$ cat src/rtl/eth_tx_frame_arbiter.sv
// Frame-granular round-robin arbiter feeding the MAC TX stream; 1-cycle arbitration, then combinational pass-through.
// Sink backpressure reaches only the granted source; a stalled source is aborted (tuser=1 beat) and its frame remainder discarded.
module eth_tx_frame_arbiter #(
    parameter int N_PORTS = 4,
    parameter int TIMEOUT = 1024
) (
    input  logic                         clk,
    input  logic                         rst_n,
    input  logic [8*N_PORTS-1:0]         s_axis_tdata,
    input  logic [N_PORTS-1:0]           s_axis_tvalid,
    output logic [N_PORTS-1:0]           s_axis_tready,
    input  logic [N_PORTS-1:0]           s_axis_tlast,
    input  logic [N_PORTS-1:0]           s_axis_tuser,
    output logic [7:0]                   m_axis_tdata,
    output logic                         m_axis_tvalid,
    input  logic                         m_axis_tready,
    output logic                         m_axis_tlast,
    output logic                         m_axis_tuser,
    output logic [$clog2(N_PORTS)-1:0]   grant_id,
    output logic                         busy,
    output logic                         abort_pulse,
    output logic [$clog2(N_PORTS)-1:0]   abort_port
);

    localparam int PW = $clog2(N_PORTS);
    localparam int CW = $clog2(TIMEOUT + 1);

    typedef enum logic [1:0] {IDLE, PASS, ABORT} state_t;

    state_t             state_q, state_d;
    logic [PW-1:0]      g_q, g_d;
    logic [PW-1:0]      last_q, last_d;
    logic [PW-1:0]      abort_port_q, abort_port_d;
    logic [CW-1:0]      cnt_q, cnt_d;
    logic [N_PORTS-1:0] disc_q, disc_d;
    logic               abort_pulse_q, abort_pulse_d;

    logic [N_PORTS-1:0] elig;
    logic               found;
    logic [PW-1:0]      pick;
    logic [PW-1:0]      idx;
    logic               g_vld, g_last, g_user;
    logic [7:0]         g_data;

    assign elig   = s_axis_tvalid & ~disc_q;
    assign g_vld  = s_axis_tvalid[g_q];
    assign g_last = s_axis_tlast[g_q];
    assign g_user = s_axis_tuser[g_q];
    assign g_data = s_axis_tdata[{g_q, 3'b000} +: 8];

    // Search starts one past the last served port so every source gets a turn.
    always_comb begin
        found = 1'b0;
        pick  = last_q;
        idx   = '0;
        for (int i = 1; i <= N_PORTS; i++) begin
            idx = PW'((int'(last_q) + i) % N_PORTS);
            if (!found && elig[idx]) begin
                found = 1'b1;
                pick  = idx;
            end
        end
    end

    always_comb begin
        state_d       = state_q;
        g_d           = g_q;
        last_d        = last_q;
        cnt_d         = cnt_q;
        disc_d        = disc_q;
        abort_port_d  = abort_port_q;
        abort_pulse_d = 1'b0;
        m_axis_tdata  = 8'h00;
        m_axis_tvalid = 1'b0;
        m_axis_tlast  = 1'b0;
        m_axis_tuser  = 1'b0;
        // A discarding port is never the granted one, so it can always sink.
        s_axis_tready = disc_q;

        for (int i = 0; i < N_PORTS; i++) begin
            if (disc_q[i] && s_axis_tvalid[i] && s_axis_tlast[i]) begin
                disc_d[i] = 1'b0;
            end
        end

        case (state_q)
            IDLE: begin
                cnt_d = '0;
                if (found) begin
                    g_d     = pick;
                    state_d = PASS;
                end
            end
            PASS: begin
                m_axis_tdata       = g_data;
                m_axis_tvalid      = g_vld;
                m_axis_tlast       = g_last;
                m_axis_tuser       = g_user;
                s_axis_tready[g_q] = m_axis_tready;
                if (g_vld) begin
                    cnt_d = '0;
                    if (m_axis_tready && g_last) begin
                        last_d  = g_q;
                        state_d = IDLE;
                    end
                end else begin
                    cnt_d = cnt_q + CW'(1);
                    if (cnt_q == CW'(TIMEOUT - 1)) begin
                        state_d = ABORT;
                    end
                end
            end
            ABORT: begin
                m_axis_tvalid = 1'b1;
                m_axis_tlast  = 1'b1;
                m_axis_tuser  = 1'b1;
                if (m_axis_tready) begin
                    abort_pulse_d = 1'b1;
                    abort_port_d  = g_q;
                    disc_d[g_q]   = 1'b1;
                    last_d        = g_q;
                    state_d       = IDLE;
                end
            end
            default: state_d = IDLE;
        endcase
    end

    always_ff @(posedge clk or negedge rst_n) begin
        if (!rst_n) begin
            state_q       <= IDLE;
            g_q           <= '0;
            last_q        <= PW'(N_PORTS - 1);
            cnt_q         <= '0;
            disc_q        <= '0;
            abort_port_q  <= '0;
            abort_pulse_q <= 1'b0;
        end else begin
            state_q       <= state_d;
            g_q           <= g_d;
            last_q        <= last_d;
            cnt_q         <= cnt_d;
            disc_q        <= disc_d;
            abort_port_q  <= abort_port_d;
            abort_pulse_q <= abort_pulse_d;
        end
    end

    assign grant_id    = g_q;
    assign busy        = (state_q != IDLE);
    assign abort_pulse = abort_pulse_q;
    assign abort_port  = abort_port_q;

endmodule

$ cat config.mk
export PLATFORM = sky130hd
export DESIGN_NAME = eth_tx_frame_arbiter
export DESIGN_NICKNAME = d
export VERILOG_FILES = /design/src/rtl/eth_tx_frame_arbiter.sv
export SDC_FILE = /design/constraint.sdc
export NUM_CORES = 1
export LEC_CHECK = 0
export BUFFER_PORTS_ARGS = -buffer_cell sky130_fd_sc_hd__buf_4
export CORE_ASPECT_RATIO = 0.6
export CORE_MARGIN = 8
export CORE_UTILIZATION = 51
export CTS_BUF_LIST = sky130_fd_sc_hd__clkbuf_8
export DETAILED_ROUTE_END_ITERATION = 16
export PLACE_DENSITY = 0.85
export REMOVE_ABC_BUFFERS = 1
export SYNTH_ARGS = -nofsm -noshare
export SYNTH_HDL_FRONTEND = slang
export SYNTH_SLANG_ARGS = --single-unit
$ cat constraint.sdc
create_clock -name clk -period 2.03 [get_ports clk]
set_input_delay 0.203 -clock clk [delete_from_list [all_inputs] [get_ports clk]]
set_output_delay 0.203 -clock clk [all_outputs]
set_load 0.005 [all_outputs]
Word level (Yosys, flattened, before mapping)

Index checks and enable logic that the tools add are counted.

Register bits: 24
Output and inout port bits: 21
Word-level logic and storage cells: 105

Add/sub/neg operators: 5
$lt $le $gt $ge: 6
Equality and inequality tests: 9
Shifts and indexed selects: 1
Muxes and demuxes: 50
Bitwise gates (word level): 3
Reduce and logical (&&, ||, !) cells: 24

Operators with widths:

| cell                                                                     | count |
|---|---|
| 32-bit by 6-bit variable part select with 8-bit output                   | 1 |
| 2-bit two-way mux                                                        | 12 |
| 11-bit case mux with 2 select lines                                      | 1 |
| 1-bit two-way mux                                                        | 18 |
| 2-bit by 3-bit < comparator with 1-bit output (second input constant)    | 5 |
| 1-bit binary-select mux with 2-bit select                                | 7 |
| 1-bit logical AND                                                        | 13 |
| 4-bit two-way mux                                                        | 3 |
| 11-bit by 1-bit adder with 11-bit output (second input constant)         | 1 |
| 11-bit by 10-bit equality test with 1-bit output (second input constant) | 1 |
| 11-bit two-way mux                                                       | 1 |
| 8-bit two-way mux                                                        | 1 |
| 2-bit != test (second input constant)                                    | 4 |
| 4-bit AND reduction                                                      | 2 |
| 3-bit != test (second input constant)                                    | 2 |
| 1-bit case mux with 2 select lines                                       | 3 |
| 2-bit case mux with 3 select lines                                       | 1 |
| 2-bit nonzero test                                                       | 3 |
| 2-bit by 1-bit adder with 2-bit output (second input constant)           | 2 |
| 2-bit adder (second input constant)                                      | 2 |
| 4-bit AND                                                                | 1 |
| 4-bit bitwise mux                                                        | 1 |
| 4-bit inverter                                                           | 1 |
| 4-bit bitwise OR                                                         | 1 |
| 8 further kinds                                                          | 11 |

Longest topological paths before layout

Gate-level depths: netlist of run 1.

Depth after elaboration: 16
Gate-level depth with buffers: 9
Mapped depth without buffers: 7

Worst setup path before layout of run 1

No wires, ideal clock.

Path type: reg2out
Start: register g_q[0] (netlist: grant_id[0])
End: output m_axis_tdata[5]
Arrival: 1.491 ns
Required time: 1.827 ns
Setup slack: 0.336 ns
Cell stages (with the launch flop): 5
Cell sequence: dfrtp_1 > buf_6 > buf_2 > mux4_2 > and2_1

Longest elaborated chain between the ends: 2

RTL lines:

| element                                                | RTL line | RTL |
|---|---|---|
| start, declared                                        | 31       | `logic [PW-1:0] g_q, g_d;` |
| start signal, assigned                                 | 140      | `g_q <= g_d;` |
| 32-bit by 6-bit variable part select with 8-bit output | 49       | `assign g_data = s_axis_tdata[{g_q, 3'b000} +: 8];` |
| 8-bit two-way mux                                      | 86       | `case (state_q)` |
| end, declared                                          | 14       | `output logic [7:0] m_axis_tdata,` |

Every way passes these cells.

Worst setup path in the final report of run 1

Start: register g_q[0] (netlist: grant_id[0])
End: output m_axis_tvalid

Longest elaborated chain between the ends: 3

RTL lines:

| element                                   | RTL line | RTL |
|---|---|---|
| 1-bit binary-select mux with 2-bit select | 46       | `assign g_vld = s_axis_tvalid[g_q];` |
| 1-bit two-way mux (not written as such)   | 46       |  |
| 1-bit case mux with 2 select lines        | 86       |  |
| end, declared                             | 15       | `output logic m_axis_tvalid,` |

Every way passes these cells. The select of a mux whose other input is x is not followed.

==> results.cfg, run 1 <==
[cells_and_area]
fin_nets = 305
multi_input_area_um2 = 1130
fillers = 242
regArea_um2 = 604
final_cells = 298
antennaDiodeCount = 0
area_growth_pct = 38.2
drive_above_1_share_pct = 47.0

[global_routing]
grt_usage_pct = 18.9
grt_pass1_wl_mm = 8.57
antenna_found_initial = 0
grt_max_degree = 25
grt.overflow.total = 0
grt_pass1_vias = 1681

[route]
met3WireLength_um = 310
routed_via_density = 5.56
wire_per_inst_um = 17.0
drt_wl_total_mm = 5.08
top_layer = met4
drtIter0Drc = 149
wl_met1_mm = 2.20
drtPass1Iterations = 4
routed-via-count = 1656
drc_errors = 0
drt.antenna.violating_nets = 0
wl_met2_mm = 2.54

[timing]
hold_slack_ps = 231
finalSetupViolations = 0
period_needed_ps = 1980
tightest_slew_ps = 360
fin_skew_ps = 6.28
rsz0062_at_grt = true
drv_slew = 0
final-hold-violation-count = 0
fin_setup_tns_ps = 0
slew_headroom_pct = 75.8
fmax_mhz = 506
fin_crit_sh_pct = 97.3

[clocking]
clock_path_buffers = 2
cts_tree = yes
cts_root_buf = clkbuf_8
cts_buffers = 3
htreeDepth = 1
clk_latency_ps = 270
cts_num_sinks = 24
path_clk_slew_ps = 80

[yosys]
synth_cells = 178
synth_cell_types = 45
syn-cell-area_um2 = 1800
syn_area_per_cell_um2 = 10.1
synth_enable_flop_cells = 0
yosysSeqAreaShare_pct = 33.4
async_flop_share_pct = 100
ys.flop_type = dfrtp_1
yosysWarnings = 0
synth-seq-cells = 24

[power_and_ir_drop]
finalPower_mw = 2.66
leakagePower_nw = 1.19
p_seq_share_pct = 25.3
switching_share_pct = 36.9
clockPowerShare_pct = 12.3
switching_power_mw = 0.981
power.internal_mw = 1.68
combPwrFrac_pct = 62.4
max-vdd-ir-drop_v = 0.000582
power.density_nw_per_um2 = 1070

[floorplanning]
die_h_um = 62.1
coreArea_um2 = 3320
die_w_um = 92.8
dieArea_um2 = 5760
io_pins = 68
row_count = 16
start_util_pct = 54.3

[critical_path]
rr_worst_depth = 8
cpMaxStageDelayCell = mux4_2
cp.arrival_ps = 1770
critPathMaxFanout = 5
critPathRequiredTime_ps = 1830
worst_setup_path_start_kind = register
r2r_slack_ps = 170
r2r_start = grant_id[0]
max_stage_delay_ps = 560
critPathCaptureType = output pin
crit_chain = mux4_2 -> a21oi_2 -> and2b_1 -> buf_4
crit_type = reg -> out
r2r-end = state_q[0]

[hold_path]
hp-start = s_axis_tlast[1]
hp-class = in -> reg
hold_end = disc_q[1]
whs_path_depth = 3

[place]
dpl.hpwl_mm = 4.13
numPortBuffers = 67
dpl.cell_count = 288
place.gp.congestion = 0.928

[outcome]
status = finished, final reports clean

[flow_run]
max_cap_viol_count = 0
==> cell usage after synthesis, drive strengths merged (2+ instances only) <==
master	count	share of area [%]
a21o	3	1.7
a21oi	5	1.6
a31oi	3	1.0
a32o	2	1.1
and2	8	2.8
buf	6	2.5
clkbuf	3	0.62
dfrtp	22	31
dfstp	2	2.9
ha	4	2.8
inv	8	1.7
mux2	9	5.8
mux2i	2	1.1
mux4	11	14
nand2	20	4.2
nand2b	5	1.7
nand3	6	1.7
nor2	10	2.1
nor2b	9	4.0
nor3	4	1.1
o21ai	17	4.7
o31ai	2	0.83
o41ai	2	1.8
==> metal layers <==
| metal | up-vias | GRT usage (%) |
|---|---|---|
| met3 | 3 | 4.20 |
| met1 | 810 | 23.5 |
| met2 | 46 | 34.4 |
| li1 | 797 | - |
| met5 | - | 0 |
| met4 | 0 | 2.05 |
==> cells by family (layout without fill, tap and decap cells) <==
family,count (synthesis),after routing,share of synthesized area (%)
fa+ha+maj,4,4,2.78
flops,24,24,33.4
xor+xnor,2,2,0.972
compound gates,41,41,16.7
mux,22,22,20.7
buf+inv,17,92,4.79
simple gates,68,68,20.7
==> worst max-delay path: cells and delay by family, from the launching register on <==
family          cells  cell delay [ps]
mux                 1              560
buf+inv             1              130
compound gates      1              180
simple gates        1              190
flops               1              450
==> layout make-up <==
class,instances,share of cell area (%)
Inverter,8,1.20
Timing Repair Buffer,80,24.8
Tap cell,45,2.26
Clock buffer,4,2.21
Sequential cell,24,24.2
Multi-Input combinational cell,137,45.2
==> layout by cell type, fill, tap and decap left out, types with 7 or more instances in the layout <==
cell     instances
and2_1           8
o21ai_0         10
dfrtp_1         21
buf_4           77
nand2_1         20
inv_1            8
mux2_2           8
nor2_1          10
mux4_2          11
o21ai_1          7
==> power by group through the flow <==
stage / Clock, mW / Sequential, mW / Combinational, mW
floorplan: 0 / 0.728 / 0.854
global placement: 0 / 0.669 / 1.50
detailed placement: 0 / 0.673 / 1.53
CTS: 0.335 / 0.663 / 1.60
global route: 0.355 / 0.689 / 1.82
finish: 0.327 / 0.673 / 1.66
==> worst max-delay path by stage <==
stage / start / endpoint / slack [ps]
after floorplan: grant_id[0] / state_q[1] / -200
after global placement: grant_id[0] / m_axis_tuser / 200
after detailed placement: grant_id[0] / m_axis_tuser / 160
after CTS: grant_id[0] / m_axis_tvalid / 10
after global routing: grant_id[1] / m_axis_tuser / -10
final: grant_id[0] / m_axis_tvalid / 50
==> timing repair <==
action	4_1_cts	5_1_grt
pin swaps	0	1
hold buffers	1	0
hold endpoints to repair	22	0
gates resized for setup	3	6
setup buffers	3	2
gates cloned	0	0
endpoints found under the setup margin	11	6
==> stage by stage <==
stage               setup WS [ps]  util, %  instance area (um2)
floorplan                    -199        -                 1750
global placement              204     71.0                 2360
detailed placement            158     71.0                 2360
CTS                          10.3     73.8                 2450
global route                -13.9     75.0                 2490
finish                       54.7     75.0                 2490
==> registers in the layout, indices dropped and copies added (netlist names) <==
register	cells
grant_id	2
abort_port	2
cnt_q	11
disc_q	4
abort_pulse	1
state_q	2
last_q	2
No activity file was read; power rests on OpenSTA's default activity.
==> inputs of run 2 (changes only) <==
CORE_UTILIZATION = 50   (was 51)
PLACE_DENSITY = 0.83   (was 0.85)
==> run 2 against run 1 <==
Against the previous run: critical path depth increased by 2; maximum frequency down 0.70%; wire length up 3.4%; clock power increased by 29%; die area rose by 1.6%; utilization decreased by 5.1 points; global-route usage decreased by 2.3 points; sequential cell count is the same; count of clock-buffer cells in the layout shrank 1; highest routed layer unchanged; final cell count down 0.67%.
==> results.cfg, run 2 (synthesis results as in run 1) <==
[global_routing]
grt.overflow.total = 0
antenna_found_initial = 0
grt_pass1_wl_mm = 8.07
grt_pass1_vias = 1624
grt_max_degree = 25
grt_usage_pct = 16.6

[clocking]
cts_root_buf = clkbuf_8
htreeDepth = 1
clock_path_buffers = 2
path_clk_slew_ps = 90
cts_tree = yes
clk_latency_ps = 270
cts_buffers = 3
cts_num_sinks = 24

[critical_path]
worst_setup_path_start_kind = register
cp.arrival_ps = 1790
crit_type = reg -> out
crit_start = state_q[1]
critPathMaxFanout = 3
critPathRequiredTime_ps = 1830
r2r_start = grant_id[0]
critPathCaptureType = output pin

[floorplanning]
die_w_um = 93.5
coreArea_um2 = 3550
die_h_um = 62.5
io_pins = 68
dieArea_um2 = 5850
row_count = 17
start_util_pct = 50.8

[route]
drtIter0Drc = 140
drt_wl_total_mm = 5.25
drtPass1Iterations = 4
routed-via-count = 1693
top_layer = met4
met3WireLength_um = 559
wl_met2_mm = 2.37
wire_per_inst_um = 17.7
drt.antenna.violating_nets = 0
routed_via_density = 5.72
drc_errors = 0
wl_met1_mm = 2.29

[power_and_ir_drop]
switching_power_mw = 0.996
finalPower_mw = 2.73
power.internal_mw = 1.74
power.density_nw_per_um2 = 1100
clockPowerShare_pct = 15.5
p_seq_share_pct = 24.6
combPwrFrac_pct = 59.9
switching_share_pct = 36.4
leakagePower_nw = 1.18
max-vdd-ir-drop_v = 0.000652

[cells_and_area]
antennaDiodeCount = 0
largest_register_ffs = 11
regMostFlops = cnt_q
final_util_pct = 69.9
final_cells = 296
top_regs = cnt_q x11, disc_q x4
final_cell_mix = buf_4, nand2_1, dfrtp_1
final_area_um2 = 2480
drive_above_1_share_pct = 45.8
area_growth_pct = 37.8
fin_nets = 301
fillers = 284
final_common_cell = buf_4

[timing]
fin_crit_sh_pct = 98.0
fmax_mhz = 503
fin_ws_ps = 40.8
rsz0062_at_grt = true
period_needed_ps = 1990
final-hold-violation-count = 0
tightest_slew_ps = 493
fin_skew_ps = 6.21
finalSetupViolations = 0
slew_headroom_pct = 67.0
drv_slew = 0

[hold_path]
hp-start = s_axis_tlast[1]
hp-class = in -> reg

[place]
place_area_um2 = 2350
numPortBuffers = 67
pre_cts_ws_ps = 12.9
place.gp.congestion = 0.870
dpl.hpwl_mm = 3.90
dpl.cell_count = 288

[flow_run]
max_cap_viol_count = 0

[outcome]
status = finished, final reports clean
[run 2: routing by layer]
| layer | global-route usage (%) | vias to the layer above |
|---|---|---|
| met1 | 22.7 | 809 |
| met4 | 3.19 | 0 |
| met3 | 4.08 | 4 |
| met5 | 0 | - |
| li1 | - | 788 |
| met2 | 25.7 | 92 |
[run 2: metrics by stage]
stage / setup TNS (ps) / hold slack [ps]
after global placement: 0 / 123
after detailed placement: 0 / 123
after CTS: -57.9 / 205
after floorplan: -1050 / -92.6
after global routing: -54.8 / 214
final: 0 / 216
[run 2: worst paths after layout]
check                           slack (ps)               end  cells past startpoint
worst max-delay path                    40  s_axis_tready[2]                      6
worst min-delay path                   220         disc_q[1]                      3
worst max register to register         120        state_q[1]                      6
worst min register to register         480     abort_port[0]                      2
max in group asynchronous             1380         last_q[0]                      2
min in group asynchronous              360          cnt_q[1]                      2
[run 2: layout make-up]
type / instances / area [um2] / area share, %
clock inverters: 1 / 30.0 / 1.21
flip-flops and latches: 24 / 606 / 24.4
clock buffers: 3 / 41.3 / 1.66
repair buffers: 76 / 586 / 23.6
multi-input cells: 137 / 1130 / 45.6
inverters: 8 / 30.0 / 1.21
well taps: 47 / 58.8 / 2.37
[run 2: repair_timing]
action,4_1_cts,5_1_grt
endpoints found under the setup margin,15,19
hold endpoints to repair,22,0
hold buffers,1,0
buffers inserted,2,1
gates resized for setup,2,6
pin swaps,0,1
[run 2: power by group through the flow]
stage / combinational [mW] / sequential [mW] / clock, mW
floorplan: 0.854 / 0.728 / 0
global placement: 1.48 / 0.670 / 0
detailed placement: 1.50 / 0.674 / 0
CTS: 1.55 / 0.664 / 0.431
global route: 1.78 / 0.685 / 0.447
finish: 1.64 / 0.672 / 0.423
[run 2: worst max-delay path, stage by stage, from the launching register on]
cell and delay (ps):
dfrtp_1 420, inv_1 90, ha_1 210, nand2_1 140, nor2_1 170, mux2_2 350, buf_4 140
